`src/rtl/serial_subtractor.sv`:
```
// Bit-serial subtractor: out = in1 - in2 - borrowIn, one bit per clock, LSB first.
// Optional signed-overflow output is enabled by defining SERIAL_SUB_OVERFLOW_EN.
module serial_subtractor #(
  parameter int WIDTH = 4
) (
  input  logic             clk,
  input  logic             reset,
  input  logic             start,
  input  logic             borrowIn,
  input  logic [WIDTH-1:0] in1,
  input  logic [WIDTH-1:0] in2,
  output logic             ready,
  output logic             done,
  output logic [WIDTH-1:0] out,
  output logic             borrowOut
`ifdef SERIAL_SUB_OVERFLOW_EN
  ,
  output logic             overflow
`endif
);

  localparam int CNT_W = $clog2(WIDTH) + 1;
  localparam logic [CNT_W-1:0] LAST_CNT = CNT_W'(WIDTH - 1);
  localparam logic [CNT_W-1:0] ONE_CNT  = CNT_W'(1);

  typedef enum logic {
    S_IDLE = 1'b0,
    S_BUSY = 1'b1
  } state_t;

  function automatic logic fs_diff(input logic a, input logic b, input logic bor);
    return a ^ b ^ bor;
  endfunction

  function automatic logic fs_borrow(input logic a, input logic b, input logic bor);
    return (~a & b) | (~(a ^ b) & bor);
  endfunction

  state_t           r_state;
  state_t           w_state_nxt;
  logic [WIDTH-1:0] r_a;
  logic [WIDTH-1:0] r_b;
  logic [WIDTH-2:0] r_res;
  logic             r_bor;
  logic [CNT_W-1:0] r_cnt;
  logic             r_done;
  logic [WIDTH-1:0] r_out;
  logic             r_bout;
  logic             w_d;
  logic             w_bor_nxt;
  logic             w_accept;
  logic             w_last;
  logic [WIDTH-1:0] w_res_shift;

  assign w_d         = fs_diff(r_a[0], r_b[0], r_bor);
  assign w_bor_nxt   = fs_borrow(r_a[0], r_b[0], r_bor);
  assign w_res_shift = {w_d, r_res};

  assign ready     = (r_state == S_IDLE);
  assign done      = r_done;
  assign out       = r_out;
  assign borrowOut = r_bout;

  // State register
  always_ff @(posedge clk or posedge reset) begin
    if (reset) r_state <= S_IDLE;
    else       r_state <= w_state_nxt;
  end

  // Next-state and control strobes
  always_comb begin
    w_state_nxt = r_state;
    w_accept    = 1'b0;
    w_last      = 1'b0;
    case (r_state)
      S_IDLE: begin
        if (start) begin
          w_state_nxt = S_BUSY;
          w_accept    = 1'b1;
        end else begin
          w_state_nxt = S_IDLE;
        end
      end
      S_BUSY: begin
        if (r_cnt == LAST_CNT) begin
          w_state_nxt = S_IDLE;
          w_last      = 1'b1;
        end else begin
          w_state_nxt = S_BUSY;
        end
      end
      default: w_state_nxt = S_IDLE;
    endcase
  end

  // Operand shift registers, borrow FF, partial result and bit counter
  always_ff @(posedge clk or posedge reset) begin
    if (reset) begin
      r_a   <= '0;
      r_b   <= '0;
      r_res <= '0;
      r_bor <= 1'b0;
      r_cnt <= '0;
    end else if (w_accept) begin
      r_a   <= in1;
      r_b   <= in2;
      r_bor <= borrowIn;
      r_cnt <= '0;
    end else if (r_state == S_BUSY) begin
      r_a   <= {1'b0, r_a[WIDTH-1:1]};
      r_b   <= {1'b0, r_b[WIDTH-1:1]};
      r_res <= w_res_shift[WIDTH-1:1];
      r_bor <= w_bor_nxt;
      r_cnt <= r_cnt + ONE_CNT;
    end
  end

  // Result registers; they hold the previous answer until the last bit lands
  always_ff @(posedge clk or posedge reset) begin
    if (reset) begin
      r_done <= 1'b0;
      r_out  <= '0;
      r_bout <= 1'b0;
    end else begin
      r_done <= w_last;
      if (w_last) begin
        r_out  <= w_res_shift;
        r_bout <= w_bor_nxt;
      end
    end
  end

`ifdef SERIAL_SUB_OVERFLOW_EN
  logic r_a_msb;
  logic r_b_msb;
  logic r_ovf;

  assign overflow = r_ovf;

  // Operand sign bits are lost to shifting, so they are kept aside for the overflow term
  always_ff @(posedge clk or posedge reset) begin
    if (reset) begin
      r_a_msb <= 1'b0;
      r_b_msb <= 1'b0;
      r_ovf   <= 1'b0;
    end else begin
      if (w_accept) begin
        r_a_msb <= in1[WIDTH-1];
        r_b_msb <= in2[WIDTH-1];
      end
      if (w_last) begin
        r_ovf <= (r_a_msb ^ r_b_msb) & (w_d ^ r_a_msb);
      end
    end
  end
`endif

endmodule
```
`config.mk`:
```
export PLATFORM = sky130hd
export DESIGN_NAME = serial_subtractor
export DESIGN_NICKNAME = d
export VERILOG_FILES = /design/src/rtl/serial_subtractor.sv
export SDC_FILE = /design/constraint.sdc
export NUM_CORES = 1
export LEC_CHECK = 0
export BUFFER_PORTS_ARGS = -buffer_cell sky130_fd_sc_hd__buf_2
export CORE_ASPECT_RATIO = 0.75
export CORE_UTILIZATION = 55
export DETAILED_ROUTE_END_ITERATION = 8
export GPL_TIMING_DRIVEN = 0
export MAX_ROUTING_LAYER = met4
export PLACE_DENSITY = 0.77
export REMOVE_ABC_BUFFERS = 1
export SLEW_MARGIN = 20
export SYNTH_ARGS = -nofsm -noshare
export SYNTH_HDL_FRONTEND = slang
export SYNTH_SLANG_ARGS = --single-unit
```
`constraint.sdc`:
```
create_clock -name clk -period 3.1 [get_ports clk]
set_clock_uncertainty 0.05 [all_clocks]
set_input_delay 0.31 -clock clk [delete_from_list [all_inputs] [get_ports clk]]
set_output_delay 0.31 -clock clk [all_outputs]
set_load 0.05 [all_outputs]
```
==> results of run 1 <==
[stage by stage]
step | instances | hold slack (ps) | power (W) | util (%)
floorplan | 71 | 249 | 0.000909 | -
global placement | 110 | 413 | 0.00101 | 67.1
detailed placement | 110 | 420 | 0.00104 | 67.1
CTS | 113 | 110 | 0.00117 | 68.6
global route | 113 | 148 | 0.00124 | 68.6
finish | 113 | 83.9 | 0.00115 | 68.6
[layout make-up]
class                   count  share of cell area, %
clock buffers               3                   2.08
multi-input cells          43                   34.1
repair buffers             18                   8.33
well taps                  21                   2.43
flip-flops and latches     22                   50.9
inverters                   6                   2.08
[layer usage]
metal / GRT usage [%] / vias up
li1: - / 289
met3: 9.02 / 4
met4: 9.72 / 0
met5: - / -
met2: 36.0 / 15
met1: 24.4 / 270
[flip-flops by register name, summed over array words and instances (netlist names)]
signal,flops
r_res,3
borrowOut,1
done,1
r_b,4
r_a,4
out,4
r_cnt,3
r_state,1
r_bor,1
[critical path: stages, from the launching register on]
cell and delay [ps]:
sky130_fd_sc_hd__dfrtp_1 870, sky130_fd_sc_hd__inv_2 150, sky130_fd_sc_hd__buf_2 260
[synthesized netlist by cell type (all sizes together)]
| master | count | share of area, % |
|---|---|---|
| nand2 | 7 | 3.4 |
| mux2i | 10 | 10 |
| dfrtp | 22 | 56 |
| inv | 6 | 2.3 |
| a22o | 1 | 0.89 |
| nand2b | 1 | 0.64 |
| fa | 1 | 2.0 |
| buf | 4 | 4.0 |
| o21ai | 7 | 3.6 |
| nor2 | 3 | 1.1 |
| o2bb2ai | 1 | 0.89 |
| a21oi | 1 | 0.51 |
| ha | 2 | 2.6 |
| mux2 | 8 | 11 |
| a31oi | 1 | 0.64 |
[cell usage in the layout (no fill, tap or decap)]
cell                         n
sky130_fd_sc_hd__o2bb2ai_1   1
sky130_fd_sc_hd__mux2_2      3
sky130_fd_sc_hd__nand2b_1    1
sky130_fd_sc_hd__nand2_4     1
sky130_fd_sc_hd__buf_2      18
sky130_fd_sc_hd__a21oi_1     1
sky130_fd_sc_hd__clkbuf_4    3
sky130_fd_sc_hd__a31oi_1     1
sky130_fd_sc_hd__o21ai_1     1
sky130_fd_sc_hd__dfrtp_1    22
sky130_fd_sc_hd__inv_1       5
sky130_fd_sc_hd__nand2_1     6
sky130_fd_sc_hd__mux2_4      5
sky130_fd_sc_hd__nor2_1      3
sky130_fd_sc_hd__mux2i_1    10
sky130_fd_sc_hd__fa_1        1
sky130_fd_sc_hd__a22o_1      1
sky130_fd_sc_hd__inv_2       1
sky130_fd_sc_hd__ha_1        2
sky130_fd_sc_hd__o21ai_0     6
[power by group]
part / switching [W] / leakage [nW] / internal, W
combinational: 0.000289 / 0.280 / 0.000216
sequential: 0.000111 / 0.269 / 0.000412
clock: 0.0000807 / 0.0138 / 0.0000455
total: 0.000481 / 0.563 / 0.000673
[final timing paths]
path,to,slack [ps],cells past startpoint
setup / recovery,ready,1160,2
hold / removal,out[2],80,2
setup reg to reg,out[1],1560,2
hold reg to reg,r_a[0],440,2
max in group asynchronous,out[0],2420,2
min in group clk,r_a[3],200,3
[cells by family after synthesis]
kind of cell	Yosys count	synth area share, %
multiplexers	18	21.3
AO/OA/AOI/OAI	11	6.50
adder cells (fa/ha/maj)	3	4.59
flip-flops	22	56.1
buffers and inverters	10	6.25
AND/OR/NAND/NOR	11	5.23
==> Flow_metrics.wiki, run 1 <==
{| class="wikitable"
! Metric !! Value
|-
| Setup tns final || 0 ps
|-
| Post-Synthesis Cell Area || just under 0.001 mm2
|-
| Detail Route met3 WL || around 91 um
|-
| Violation count after the first detailed-route iteration || 11
|-
| Maximum clock rate || between 500 and 600 MHz
|-
| Number of gates resized after cts || 0
|-
| Measured slew at the worst slew-check pin || between 800 and 900 ps
|-
| Area grow syn2layout || 10.2%
|-
| DR DRC count || 0
|-
| Sink Count || 22
|-
| Worst hold-check path type || in -> async
|-
| Area occupied by multi-input gates || about 370 um2
|-
| Critical Path End Type || output pin
|-
| Grt total ovfl || 0
|-
| Met2 routed WL || between 700 and 800 um
|-
| CTS root buf || sky130_fd_sc_hd__clkbuf_4
|-
| Standard-cell row count || 12
|-
| Max-slew violation total from the final report || 0
|-
| Share of cells above drive strength 1 || about a third
|-
| Worst Setup SP || r_state
|-
| Post-route clock period utilization || a little over three fifths
|-
| Routability-driven placement congestion ratio || about 0.66
|-
| Post-layout nets || between 100 and 150
|-
| Count of antenna diodes in the layout || 0
|-
| First-pass GRT wire length || ~2800 um
|-
| Final instance area || between 0.001 and 0.0015 mm2
|-
| Die outline width || ~51 um
|-
| Vias in the first global route || 594
|-
| LEAKAGE || 0.563 nW
|-
| Largest vdd supply drop || 552 uV
|-
| Post-placement cell area || ~0.0011 mm2
|-
| Vias per cell || between 5 and 6
|-
| Number of synthesis warnings || 0
|-
| Worst rel slew slack || a little under half
|-
| DP Worst Slack || between 1500 and 2000 ps
|-
| CTS tree || done
|-
| Maximum count of clock buffers along a single path || 2
|-
| Outcome || finished clean
|-
| Seq/Total Area, Yosys || between 50% and 60%
|-
| Clock transition at the registers of the reported paths || about 110 ps
|-
| Clock latency reported for the late side of the worst-skew pair || between 300 and 400 ps
|-
| Number of endpoints failing setup at the final stage || 0
|-
| Port Buf Inserts || 18
|-
| Final critical-path required period || roughly 1900 ps
|-
| Number of nets with antenna violations after routing || 0
|-
| Setup repair after global routing missed its margin || false
|-
| Pin count of the biggest net entering global routing || 26
|-
| CTS H-tree lvls || 1
|-
| WL met1 || about 700 um
|-
| Starting density of the core || approximately 62%
|-
| Register area || approximately 550 um2
|-
| Max FO, Critical Path || 25
|-
| Count of max-cap constraint violations || 0
|-
| Mean Syn Cell Area || 13.1 um2
|-
| Reg-to-Reg Start || r_state
|-
| Die Ht || around 39 um
|-
| Critical path data required time || ~2700 ps
|-
| Critical path type || reg -> out
|-
| Tot GR Track Use || ~22%
|-
| Number of hold buffers added after CTS || 0
|-
| Number of antenna violations at the first check in global routing || 0
|-
| Via count || 578
|-
| Count of mapped cells out of synthesis || 75
|-
| Number of buffers created by CTS || 3
|-
| Sort of element at the start of the critical path || register
|-
| Top-level I/O count || 19
|-
| Setup repair bufs after CTS || 0
|-
| Count of filler cells inserted in the layout || ~130
|-
| Final hold viol count || 0
|-
| Core area || approximately 0.0016 mm2
|-
| DR top layer || met4
|-
| First-pass iteration count of the detailed router || 3
|-
| Data arrival time at the worst-slack endpoint || 1580 ps
|-
| Minimum setup slack in the final design || around 1200 ps
|-
| Post-detailed-route wirelength per cell || 14.0 um
|-
| Total power per unit cell area || around 1100 mW/mm2
|-
| Final routed wirelength across all metal layers || between 1500 and 2000 um
|-
| Number of register bits inferred by synthesis || 22
|-
| Area enclosed by the die boundary || between 0.0015 and 0.002 mm2
|-
| HPWL after detailed placement || ~1100 um
|-
| Count of unique library cells instantiated by Yosys || 20
|}
Power figures use the tool's default switching activity.
==> run 2: changes to the inputs <==
Settings changed: CORE_UTILIZATION 55 to 47, PLACE_DENSITY 0.77 to 0.7.
Clock period 3.1 ns to 1.7 ns, I/O delays scaled along.
==> run 2 against run 1 <==
  * Die area rose by 16%
  * First-iteration DRC count fell by 36%
  * Combinational power rose by 76%
  * Critical endpoint unchanged
  * Non-clock buffer count rose by 1
  * Worst setup slack got worse by 990 ps
  * Critical path type unchanged
  * Largest cell class unchanged
==> Flow_metrics.wiki, run 2 (synthesis results as in run 1) <==
{| class="wikitable"
! Metric !! Value
|-
| Outcome || finished clean
|-
| Share of cells above drive strength 1 || 34.4% (+0.71 points)
|-
| Tot GR Track Use || 16.0% (-6.1 points)
|-
| Clock transition at the registers of the reported paths || 110 ps (about the same)
|-
| Starting density of the core || 53.4% (-8.9 points)
|-
| First-pass iteration count of the detailed router || 3 (unchanged)
|-
| DR DRC count || 0 (unchanged)
|-
| Violation count after the first detailed-route iteration || 7 (-4)
|-
| Post-placement cell area || 0.00106 mm2 (+0.12%)
|-
| Final routed wirelength across all metal layers || 1370 um (-13%)
|-
| Port Buf Inserts || 18 (unchanged)
|-
| Vias in the first global route || 583 (-1.9%)
|-
| Max FO, Critical Path || 25 (unchanged)
|-
| Count of filler cells inserted in the layout || 157 (+18%)
|-
| Grt total ovfl || 0 (unchanged)
|-
| Sort of element at the start of the critical path || register
|-
| Clock latency reported for the late side of the worst-skew pair || 290 ps (-20 ps)
|-
| Die Ht || 41.6 um (+7.8%)
|-
| Vias per cell || 5.01 (-2.1%)
|-
| Number of nets with antenna violations after routing || 0 (unchanged)
|-
| Max-slew violation total from the final report || 0 (unchanged)
|-
| Via count || 576 (-0.35%)
|-
| CTS root buf || sky130_fd_sc_hd__clkbuf_4
|-
| Sink Count || 22 (unchanged)
|-
| CP Buf/Inv Count || 2 (unchanged)
|-
| Post-layout nets || 110 (+0.92%)
|-
| Standard-cell row count || 13 (+1)
|-
| CTS H-tree lvls || 1 (unchanged)
|-
| CP peak stage delay || 590 ps (-280 ps)
|-
| Area grow syn2layout || 11.5%
|-
| Number of antenna violations at the first check in global routing || 0 (unchanged)
|-
| Category of cells accounting for the largest share of critical-path delay || flip-flops
|-
| Worst rel slew slack || 46.1% (-0.26 points)
|-
| LEAKAGE || 0.566 nW (+0.60%)
|-
| Setup repair bufs after CTS || 0 (unchanged)
|-
| Count of max-cap constraint violations || 0 (unchanged)
|-
| Maximum clock rate || approximately 650 MHz
|-
| Count of antenna diodes in the layout || 0 (unchanged)
|-
| Die outline width || 54.8 um (+7.8%)
|-
| Leading cell types in the layout, fill and taps excluded || sky130_fd_sc_hd__dfrtp_1 (21), sky130_fd_sc_hd__buf_2 (18), sky130_fd_sc_hd__mux2i_1 (10)
|-
| Pin count of the biggest net entering global routing || 26 (unchanged)
|-
| Library cell contributing the largest single delay on the critical path || sky130_fd_sc_hd__dfrtp_2
|-
| Worst hold-check path type || in -> reg
|-
| Number of buffers created by CTS || 3 (unchanged)
|-
| Setup repair after global routing missed its margin || false
|-
| Number of endpoints failing setup at the final stage || 0 (unchanged)
|-
| Critical path data required time || 1480 ps (-1260 ps)
|-
| Routability-driven placement congestion ratio || 0.723 (+8.9%)
|-
| Critical Path End Type || output pin
|-
| Final critical-path required period || between 1500 and 2000 ps
|-
| Data arrival time at the worst-slack endpoint || 1310 ps (-270 ps)
|-
| HPWL after detailed placement || 972 um (-14%)
|-
| First-pass GRT wire length || 2460 um (-11%)
|-
| Setup tns final || 0 ps (unchanged)
|-
| Final hold viol count || 0 (unchanged)
|-
| Largest vdd supply drop || 1140 uV (+110%)
|-
| Most frequent standard cell in the layout excluding fill and tap cells || sky130_fd_sc_hd__dfrtp_1
|-
| Post-route clock period utilization || between 80% and 90%
|-
| Top-level I/O count || 19 (unchanged)
|-
| Critical path type || reg -> out
|-
| Area enclosed by the die boundary || 0.00228 mm2 (+16%)
|-
| Core area || 0.00184 mm2 (+17%)
|-
| Measured slew at the worst slew-check pin || 808 ps (+3.87 ps)
|-
| Post-detailed-route wirelength per cell || 11.9 um (-15%)
|-
| Final instance area || 0.00109 mm2 (+1.2%)
|-
| Cells along the critical path || inv_2 -> buf_2
|-
| Total power per unit cell area || 1880 mW/mm2 (+76%)
|-
| CTS tree || done
|-
| Maximum count of clock buffers along a single path || 2 (unchanged)
|}
## run 2: cell types whose count changed in the layout (fill, tap and decap cells not counted), sizes merged
cell / previous run / this run
dlygate4sd3: 0 / 1
## run 2: metal layers
| metal | GRT usage, % | vias up | part of all wire [%] |
|---|---|---|---|
| met5 | - | - | 0 |
| met4 | 3.08 | 0 | 0.95 |
| met3 | 7.69 | 2 | 6.0 |
| met2 | 23.4 | 18 | 44 |
| met1 | 20.1 | 267 | 49 |
| li1 | - | 289 | - |
## run 2: final cells by class
| type | count | area (um2) | area share [%] |
|---|---|---|---|
| multi-input combinational | 43 | 369 | 33.8 |
| sequential | 22 | 552 | 50.5 |
| timing repair buffer | 19 | 100 | 9.15 |
| clock buffer | 3 | 22.5 | 2.06 |
| tap | 22 | 27.5 | 2.52 |
| inverter | 6 | 22.5 | 2.06 |
## run 2: tightest hold or removal path, cell delays in order
cell and delay (ps):
sky130_fd_sc_hd__buf_2 70, sky130_fd_sc_hd__mux2i_1 50, sky130_fd_sc_hd__nor2_1 70
## run 2: metrics by stage
step	hold slack, ps	util [%]	instances	total power, W	setup slack (ps)
3_5_place_dp	324	57.7	111	0.00186	194
4_1_cts	51.9	59.5	115	0.00210	148
6_report	59.7	59.5	115	0.00206	171
2_1_floorplan	109	-	71	0.00166	333
3_3_place_gp	316	57.7	111	0.00183	199
5_1_grt	91.6	59.5	115	0.00225	63.7
## run 2: report_power, final
part | leakage [nW] | internal, W | switching, W | total, W
registers | 0.268 | 0.000753 | 0.000193 | 0.000946
clock network | 0.0138 | 0.0000825 | 0.000141 | 0.000224
logic | 0.285 | 0.000390 | 0.000501 | 0.000891
## run 2: path summary, 6_finish.rpt
check | from | end | slack (ps) | cells after the start
worst max-delay path | r_state | ready | 170 | 2
worst max register to register | r_cnt[0] | out[1] | 260 | 4
worst min-delay path | in1[3] | r_a[3] | 60 | 3
min in group asynchronous | reset | r_cnt[2] | 510 | 3
worst min register to register | r_a[1] | r_a[0] | 440 | 2
max in group asynchronous | reset | r_state | 540 | 3
## run 2: repair_timing
action,in CTS,in global routing
hold endpoints to repair,22,0
gates resized for setup,1,0
hold buffers,1,0
setup endpoints to repair,1,0
